===== src/rtl/rv32_debug_pkg.sv =====
// Shared encodings for the RV32 debug memory master: host opcodes, port select
// values and the master's FSM state type.
package rv32_debug_pkg;

  typedef enum logic [1:0] {
    OP_WRITE   = 2'b00,
    OP_READ    = 2'b01,
    OP_HOLD    = 2'b10,
    OP_RELEASE = 2'b11
  } op_e;

  localparam logic SEL_INST = 1'b0;
  localparam logic SEL_DATA = 1'b1;

  typedef enum logic [2:0] {
    ST_IDLE,
    ST_WR,
    ST_RD_ISSUE,
    ST_RD_WAIT,
    ST_RD_RESP
  } state_e;

endpackage


===== src/rtl/rv32_debug_mem_master.sv =====
// Host-side initiator for the core's debug InstRAM/DataRAM ports, with
// single-word writes, burst reads and ownership of the core reset hold.
module rv32_debug_mem_master
  import rv32_debug_pkg::*;
#(
  parameter int unsigned RD_LATENCY    = 1,
  parameter int unsigned LEN_W         = 8,
  parameter bit          HOLD_ON_RESET = 1'b1
) (
  input  logic             CPU_CLK,
  input  logic             CPU_RST_N,
  input  logic             cmd_valid,
  output logic             cmd_ready,
  input  logic [1:0]       cmd_op,
  input  logic             cmd_sel,
  input  logic [31:0]      cmd_addr,
  input  logic [31:0]      cmd_wdata,
  input  logic [3:0]       cmd_be,
  input  logic [LEN_W-1:0] cmd_len,
  output logic             rsp_valid,
  input  logic             rsp_ready,
  output logic [31:0]      rsp_data,
  output logic             rsp_last,
  output logic [31:0]      inst_a2,
  output logic [31:0]      inst_wd2,
  output logic [3:0]       inst_we2,
  input  logic [31:0]      inst_rd2,
  output logic [31:0]      data_a2,
  output logic [31:0]      data_wd2,
  output logic [3:0]       data_we2,
  input  logic [31:0]      data_rd2,
  output logic             cpu_hold
);

  localparam int unsigned LAT_W = 2;

  state_e           r_state;
  logic             r_sel;
  logic [31:0]      r_addr;
  logic [LEN_W-1:0] r_rem;
  logic [LAT_W-1:0] r_lat;
  logic             r_cmd_ready;
  logic             r_rsp_valid;
  logic             r_rsp_last;
  logic [31:0]      r_rsp_data;
  logic [31:0]      r_a2;
  logic [31:0]      r_wd2;
  logic [3:0]       r_we2;
  logic             r_hold;

  op_e         w_op;
  logic [31:0] w_addr_al;
  logic [31:0] w_addr_nxt;
  logic        w_accept;
  logic        w_unused;

  assign w_op       = op_e'(cmd_op);
  assign w_addr_al  = {cmd_addr[31:2], 2'b00};
  assign w_addr_nxt = r_addr + 32'd4;
  assign w_accept   = cmd_valid && r_cmd_ready;
  assign w_unused   = ^cmd_addr[1:0];

  // a2/wd2/we2 are registered one edge ahead so they appear in the WR /
  // RD_ISSUE cycle itself, not one cycle later.
  always_ff @(posedge CPU_CLK) begin
    if (!CPU_RST_N) begin
      r_state     <= ST_IDLE;
      r_sel       <= SEL_INST;
      r_addr      <= '0;
      r_rem       <= '0;
      r_lat       <= '0;
      r_cmd_ready <= 1'b0;
      r_rsp_valid <= 1'b0;
      r_rsp_last  <= 1'b0;
      r_rsp_data  <= '0;
      r_a2        <= '0;
      r_wd2       <= '0;
      r_we2       <= '0;
      r_hold      <= HOLD_ON_RESET;
    end else begin
      case (r_state)
        ST_IDLE: begin
          r_cmd_ready <= 1'b1;
          if (w_accept) begin
            r_sel  <= cmd_sel;
            r_addr <= w_addr_al;
            r_rem  <= cmd_len;
            case (w_op)
              OP_WRITE: begin
                r_cmd_ready <= 1'b0;
                r_a2        <= w_addr_al;
                r_wd2       <= cmd_wdata;
                r_we2       <= cmd_be;
                r_state     <= ST_WR;
              end
              OP_READ: begin
                r_cmd_ready <= 1'b0;
                r_a2        <= w_addr_al;
                r_wd2       <= '0;
                r_we2       <= '0;
                r_state     <= ST_RD_ISSUE;
              end
              OP_HOLD:    r_hold <= 1'b1;
              OP_RELEASE: r_hold <= 1'b0;
              default:    r_hold <= r_hold;
            endcase
          end
        end
        ST_WR: begin
          r_a2        <= '0;
          r_wd2       <= '0;
          r_we2       <= '0;
          r_cmd_ready <= 1'b1;
          r_state     <= ST_IDLE;
        end
        ST_RD_ISSUE: begin
          r_a2    <= r_addr;
          r_we2   <= '0;
          r_lat   <= LAT_W'(RD_LATENCY - 1);
          r_state <= ST_RD_WAIT;
        end
        ST_RD_WAIT: begin
          if (r_lat == '0) begin
            r_rsp_data  <= (r_sel == SEL_DATA) ? data_rd2 : inst_rd2;
            r_rsp_last  <= (r_rem == '0);
            r_rsp_valid <= 1'b1;
            r_state     <= ST_RD_RESP;
          end else begin
            r_lat <= r_lat - 1'b1;
          end
        end
        ST_RD_RESP: begin
          if (rsp_ready) begin
            r_rsp_valid <= 1'b0;
            r_rsp_last  <= 1'b0;
            if (r_rem == '0) begin
              r_a2        <= '0;
              r_cmd_ready <= 1'b1;
              r_state     <= ST_IDLE;
            end else begin
              r_addr  <= w_addr_nxt;
              r_a2    <= w_addr_nxt;
              r_rem   <= r_rem - 1'b1;
              r_state <= ST_RD_ISSUE;
            end
          end
        end
        default: r_state <= ST_IDLE;
      endcase
    end
  end

  always_comb begin
    inst_a2  = '0;
    inst_wd2 = '0;
    inst_we2 = '0;
    data_a2  = '0;
    data_wd2 = '0;
    data_we2 = '0;
    if (r_sel == SEL_DATA) begin
      data_a2  = r_a2;
      data_wd2 = r_wd2;
      data_we2 = r_we2;
    end else begin
      inst_a2  = r_a2;
      inst_wd2 = r_wd2;
      inst_we2 = r_we2;
    end
  end

  assign cmd_ready = r_cmd_ready;
  assign rsp_valid = r_rsp_valid;
  assign rsp_data  = r_rsp_data;
  assign rsp_last  = r_rsp_last;
  assign cpu_hold  = r_hold;

endmodule


===== config.mk =====
export PLATFORM = sky130hd
export DESIGN_NAME = rv32_debug_mem_master
export DESIGN_NICKNAME = d
export VERILOG_FILES = /design/src/rtl/rv32_debug_pkg.sv /design/src/rtl/rv32_debug_mem_master.sv
export SDC_FILE = /design/constraint.sdc
export NUM_CORES = 1
export LEC_CHECK = 0
export BUFFER_PORTS_ARGS = -buffer_cell sky130_fd_sc_hd__buf_2
export CORE_MARGIN = 4
export CORE_UTILIZATION = 30
export CTS_CLUSTER_SIZE = 28
export DETAILED_ROUTE_END_ITERATION = 10
export SLEW_MARGIN = 20
export SYNTH_ARGS = -nofsm -noshare
export SYNTH_HDL_FRONTEND = slang
export SYNTH_SLANG_ARGS = --single-unit

===== constraint.sdc =====
create_clock -name CPU_CLK -period 2.88 [get_ports CPU_CLK]
set_input_delay 0 -clock CPU_CLK [delete_from_list [all_inputs] [get_ports CPU_CLK]]
set_output_delay 0 -clock CPU_CLK [all_outputs]
set_load 0.01 [all_outputs]

* After elaboration in Yosys (flattened, before gate mapping)
Index checks and enable logic that the tools add are counted.
Word-level totals: logic and storage cells 102, flip-flop bits (word level) 150
Cells by class: reduce and logical (&&, ||, !) cells 26, multiplexer cells 45, equal/unequal tests 15, $add $sub $neg 3
Operator list (number):
- 2-to-1 mux 32 bit | 13
- case mux 32 bit (2 select lines) | 3
- case mux 32 bit (4 select lines) | 1
- adder 32 x 3 -> 32 bit (second input constant) | 1
- 2-to-1 mux 8 bit | 3
- case mux 4 bit (2 select lines) | 2
- case mux 8 bit (2 select lines) | 1
- AND reduction 3 bit | 5
- != test 2 bit (second input constant) | 7
- 2-to-1 mux 4 bit | 3
- case mux 3 bit (4 select lines) | 1
- AND reduction 4 bit | 3
- nonzero test 2 bit | 6
- 2-to-1 mux 3 bit | 3
- logical NOT 8 bit | 1
- subtractor 8 x 1 -> 8 bit (second input constant) | 1
- 2-to-1 mux 1 bit | 7
- == test 3 x 2 -> 1 bit (second input constant) | 2
- case mux 1 bit (2 select lines) | 3
- case mux 3 bit (2 select lines) | 1
- AND reduction 2 bit | 3
- == test 2 bit (second input constant) | 2
- logical NOT 2 bit | 2
- 2-to-1 mux 2 bit | 2
- 12 further kinds | 13

* Depth between registers and ports, before layout
depth after elaboration 5, gate-level depth with buffers 9, depth with buffers taken out 7

* Worst setup path before layout
Ideal clock, no wire load.
path type flip-flop to flip-flop, from reg r_rem[0], to reg r_a2[18], period minus slack after synthesis 1920 ps, arrival 1795 ps, stages on the path, launching flop included 10, required time 2755 ps, library setup time 125 ps, slack 960 ps, cells stage by stage dfxtp_1 inv_1 ha_1 nor3b_1 a21o_1 buf_2 buf_1 nor2_1 o21ai_0 a31oi_1
Between the ends: word-level cells in the longest chain between the ends 4
Ends and longest elaborated chain:
- start, declared | RTL line rv32_debug_mem_master.sv:40 | logic [LEN_W-1:0] r_rem;
- start signal, assigned | RTL line rv32_debug_mem_master.sv:87 | r_rem <= cmd_len;
- start signal, assigned | RTL line rv32_debug_mem_master.sv:143 | r_rem <= r_rem - 1'b1;
- logical NOT 8 bit | RTL line rv32_debug_mem_master.sv:136 | if (r_rem == '0) begin
- 2-to-1 mux 32 bit | RTL line rv32_debug_mem_master.sv:136
- 2-to-1 mux 32 bit | RTL line rv32_debug_mem_master.sv:133 | if (rsp_ready) begin
- case mux 32 bit (4 select lines) | RTL line rv32_debug_mem_master.sv:81 | case (r_state)
- end signal, assigned | RTL line rv32_debug_mem_master.sv:91 | r_a2 <= w_addr_al;
- end signal, assigned | RTL line rv32_debug_mem_master.sv:98 | r_a2 <= w_addr_al;
- end signal, assigned | RTL line rv32_debug_mem_master.sv:142 | r_a2 <= w_addr_nxt;
- end, declared | RTL line rv32_debug_mem_master.sv:46 | logic [31:0] r_a2;
No other way between the ends. The select of a mux whose other input is x is not followed. A chain may end at the register's enable or synchronous reset.

* Final worst setup path
from reg r_state[2], to reg r_sel
Between the ends: word-level cells in the longest chain between the ends 2
Ends and longest elaborated chain:
- start, declared | RTL line rv32_debug_mem_master.sv:37 | state_e r_state;
- start signal, assigned | RTL line rv32_debug_mem_master.sv:67 | r_state <= ST_IDLE;
- start signal, assigned | RTL line rv32_debug_mem_master.sv:94 | r_state <= ST_WR;
- start signal, assigned | RTL line rv32_debug_mem_master.sv:101 | r_state <= ST_RD_ISSUE;
- logical NOT 3 bit | RTL line rv32_debug_mem_master.sv:81
- AND reduction 2 bit (no line)
- end signal, assigned | RTL line rv32_debug_mem_master.sv:85 | r_sel <= cmd_sel;
- end, declared | RTL line rv32_debug_mem_master.sv:38 | logic r_sel;
No other way between the ends.

==> results by stage <==
Outcome:
- The flow ran to the end, and the final reports show no timing, DRC or antenna violations.

Synthesis:
- Of all flip-flops after synthesis, the portion carrying an async set or reset was 0%.
- After synthesis, the cell types taking the most area are dfxtp_1, a21oi_1, and2_1.
- The most used flip-flop cell after synthesis is dfxtp_1.
- Of the post-synthesis cell area, the dominant cell type holds 34.9%.
- The flip-flop and latch count after synthesis is 147.
- The Yosys step of the flow raised 0 warnings.
- The cell area after synthesis is 8440 sq um.
- The leading area contributor after synthesis is dfxtp_1.
- The number of flops mapped to enable cells by yosys is 0.
- The number of distinct standard cells referenced by the synthesized netlist is 69.
- The synthesized area per cell is 7.51 sq um.
- Synthesis produced a netlist whose cell count is 1,123.
- The part of the Yosys area used for sequential elements is 34.9%.
- The number of nets handed over by synthesis was 1,273.

Worst setup path:
- STA classifies the critical path endpoint as a register.
- On the worst path, the slowest cell contributes a delay of 0.56 ns.
- The worst endpoint required time is 3.24 ns.
- On the critical path the largest part of the delay comes from buffers and inverters.
- The worst-path cell with the longest stage delay is dlygate4sd3_1.
- The startpoint of the worst setup timing path is r_state[2]$_SDFFE_PN0P_.
- In this run the critical register-to-register path is launched from r_state[2]$_SDFFE_PN0P_.
- Walking the worst path, the cells encountered are buf_4 -> or3_1 -> nor2_1 -> nand2_1 -> dlygate4sd3_1 -> a21oi_1 -> dlygate4sd3_1.
- The buffering stage count on the worst path with inverters included is 3.
- At the worst endpoint, the arrival time is 2.85 ns.
- The critical path's most frequent cell is dlygate4sd3_1.
- Setup slack on the worst reg-to-reg path comes out at 0.40 ns.
- In this run the critical register-to-register path is captured at r_sel$_SDFFE_PN0P_.
- STA classifies the critical path startpoint as a register.
- The worst register-to-register path has a depth of 7.
- Along the worst path, the maximum fanout reaches 15.
- The critical path is of the reg2reg type.

Floorplan:
- The die is 176 um tall.
- The floorplan has 61 rows.
- The initial core utilization is 30.4%.
- In this run the horizontal extent of the chip is 176 um.
- The placeable core region is 27,800 sq um.
- 319 I/O pins were placed.
- The die area is 30,900 sq um.

Global route:
- Entering global routing, the biggest net connects 96 pins.
- Global routing used 19.4% of the available tracks.
- The number of antenna violations at the first check in global routing is 1.
- For this run the aggregate overflow at the end of global routing stands at 0.
- The wire length of the first global-routing pass is 49,400 um.
- The number of global-route vias before repair is 9,452.

Final layout:
- After the last flow step, the layout net total stands at 1,674.
- The storage element area is 2950 sq um.
- From synthesis to final layout, the design area changed by 47.4%.
- Counting the fill cells in the layout gives 2,812.
- The share of the core filled with cells in the final layout is 44.8%.
- In the final layout, the multi-input gates occupy 5040 sq um.
- The post-route netlist has 26.3% of its cells at a drive strength greater than 1.

Power:
- In this run the power density over the cells is 460 nW/um^2.
- For this design the static power due to leakage is 5.37 nW.
- Across the VDD grid, the largest voltage drop is 0.354 mV.
- Power comes to 5.73 mW.

CTS:
- After clock tree synthesis, the clock-pin slew on the worst setup and hold paths is 0.06 ns.
- The maximum clock path buffer count is 2.
- The TritonCTS clock tree is yes.
- TritonCTS created 17 clock buffers.
- The root buffer cell chosen for the clock tree is clkbuf_16.
- The H-tree generated during clock tree synthesis spans 4 levels.
- The sink count of the clock tree is 147.
- After clock tree synthesis, the repair step resized 0 gates.
- The clock insertion delay at the later pin of the skew report is 0.43 ns.

Place:
- The congestion estimate from routability-driven global placement came to 0.856.
- The post-DP HPWL is 20,800 um.
- In this run the tool buffered the top-level ports with 316 buffer cells.

STA:
- The worst-case headroom to the max-slew limit is 49.3%.
- The share of the clock period used by the worst path after layout is 86.3%.
- The worst hold slack across all endpoints is 0.0649 ns.
- At the pin with the least slew margin, the transition time is 0.753 ns.
- The number of slew-limit violations in the final report is 0.
- The final hold violation count was 0.
- For the final routed database, the setup TNS stands at 0 ns.
- Clock skew on the completed layout was measured at 0.0177 ns.
- Setup violations remaining at the end of the flow were counted as 0.
- The fmax is 0.403 GHz.
- Setup repair after global routing left no endpoint under its margin.
- The final period demand of the worst path is 2.48 ns.

Min path:
- The kind of path behind the tightest hold check is in2reg.
- The worst hold path was traced through 4 stages.
- The worst hold path terminates at r_state[1]$_SDFFE_PN0P_.
- The beginning of the worst hold path is cmd_op[1].

Route:
- After detailed routing, the average wire length per cell comes to 16.6 um.
- After detailed routing, the number of remaining DRC violations is 0.
- The initial detailed-routing violation count is 676.
- The routed design has 31,800 um of wire.
- Detailed routing inserted a total of 9,731 vias.
- Before antenna repair, the detailed router went through 5 iterations.
- The remaining antenna violation count is 0.
- The vias per cell is 5.08.

Job:
- The max-capacitance violation count is 0.
-- flip-flops by register name, indices dropped and copies added (netlist names), 2 cells and up --
register  flops
rsp_data     32
r_addr       30
r_rem         8
r_lat         2
r_a2         31
r_state       3
r_wd2        32
r_we2         4
-- per-layer routing --
| layer | routed length (um) | global-route usage [%] |
|---|---|---|
| met3 | 1640 | 3.57 |
| met5 | 12 | 0 |
| met4 | 673 | 6.76 |
| met1 | 13700 | 24.5 |
| met2 | 15700 | 33.4 |
-- worst max-delay path by stage --
stage	cells after the start	slack, ns	to
after floorplan	9	0.96	r_a2[18]$_SDFFE_PN0P_
after global placement	5	0.53	r_a2[27]$_SDFFE_PN0P_
after detailed placement	5	0.53	r_a2[27]$_SDFFE_PN0P_
after CTS	7	0.40	r_sel$_SDFFE_PN0P_
after global routing	7	0.33	r_sel$_SDFFE_PN0P_
final	7	0.40	r_sel$_SDFFE_PN0P_
-- stage by stage --
step                      cell area, sq um  instances  setup slack, ns
after detailed placement             10400       1739            0.534
after floorplan                       8440       1123            0.960
after CTS                            12400       1915            0.397
final                                12400       1917            0.396
after global routing                 12400       1915            0.326
after global placement               10400       1739            0.530
-- layout make-up --
cell class | instances | area share, %
inverter | 10 | 0.302
antenna | 2 | 0.0402
tap | 378 | 3.80
sequential | 147 | 23.7
timing repair buffer | 493 | 26.8
clock buffer | 18 | 3.53
clock inverter | 14 | 1.32
multi-input combinational | 855 | 40.5
-- synthesized netlist by cell type (10+ instances only) --
cell type / instances
and2_1: 78
nor3_1: 22
nand2_1: 108
a22oi_1: 10
o22ai_1: 10
nor2_1: 100
a211oi_1: 37
nand4_1: 17
clkbuf_1: 87
nor4_1: 14
a21oi_1: 110
buf_2: 14
a221oi_1: 18
mux2i_1: 36
nor2b_1: 68
nand3_1: 46
a31oi_1: 11
o21ai_0: 67
dfxtp_1: 147
-- cell families (layout without fill, tap and decap cells) --
family | after synthesis | count (layout) | share of synthesized area (%)
mux | 37 | 37 | 4.41
compound gates | 318 | 318 | 23.6
fa+ha+maj | 3 | 3 | 0.445
other cells | 0 | 2 | 0
buf+inv | 121 | 535 | 5.78
simple gates | 490 | 490 | 30.1
flops | 147 | 147 | 34.9
xor+xnor | 7 | 7 | 0.727
-- worst reg2reg max path: stages (launching register included) --
cell,delay [ns]
dfxtp_1,0.30
buf_4,0.18
or3_1,0.48
nor2_1,0.18
nand2_1,0.06
dlygate4sd3_1,0.55
a21oi_1,0.12
dlygate4sd3_1,0.56
-- power by group --
part	leakage (nW)	internal [mW]	switching, mW
Sequential	1.20	2.16	0.140
Combinational	3.87	0.527	0.565
Clock	0.296	1.33	1.01
-- cells in the final DEF (no fill, tap or decap), types with 5 or more instances in the layout --
cell and count:
buf_2 316, dfxtp_1 146, dlygate4sd3_1 144, a21oi_1 109
nand2_1 108, nor2_1 98, and2_1 78, nor2b_1 67
o21ai_0 66, nand3_1 46, a211oi_1 37, mux2i_1 36
buf_4 28, nor3_1 21, a221oi_1 18, nand4_1 17
clkbuf_16 17, nor4_1 14, a31oi_1 11, a22oi_1 10
o22ai_1 10, inv_1 9, o21a_1 7, inv_6 7
o31ai_1 6, nand3b_1 5, and3_1 5, o31a_1 5
buf_12 5
-- repair_timing --
action	CTS	global route
endpoints found under the hold margin	138	0
setup buffers	0	0
hold buffers	144	0
Power figures use the tool's default switching activity.
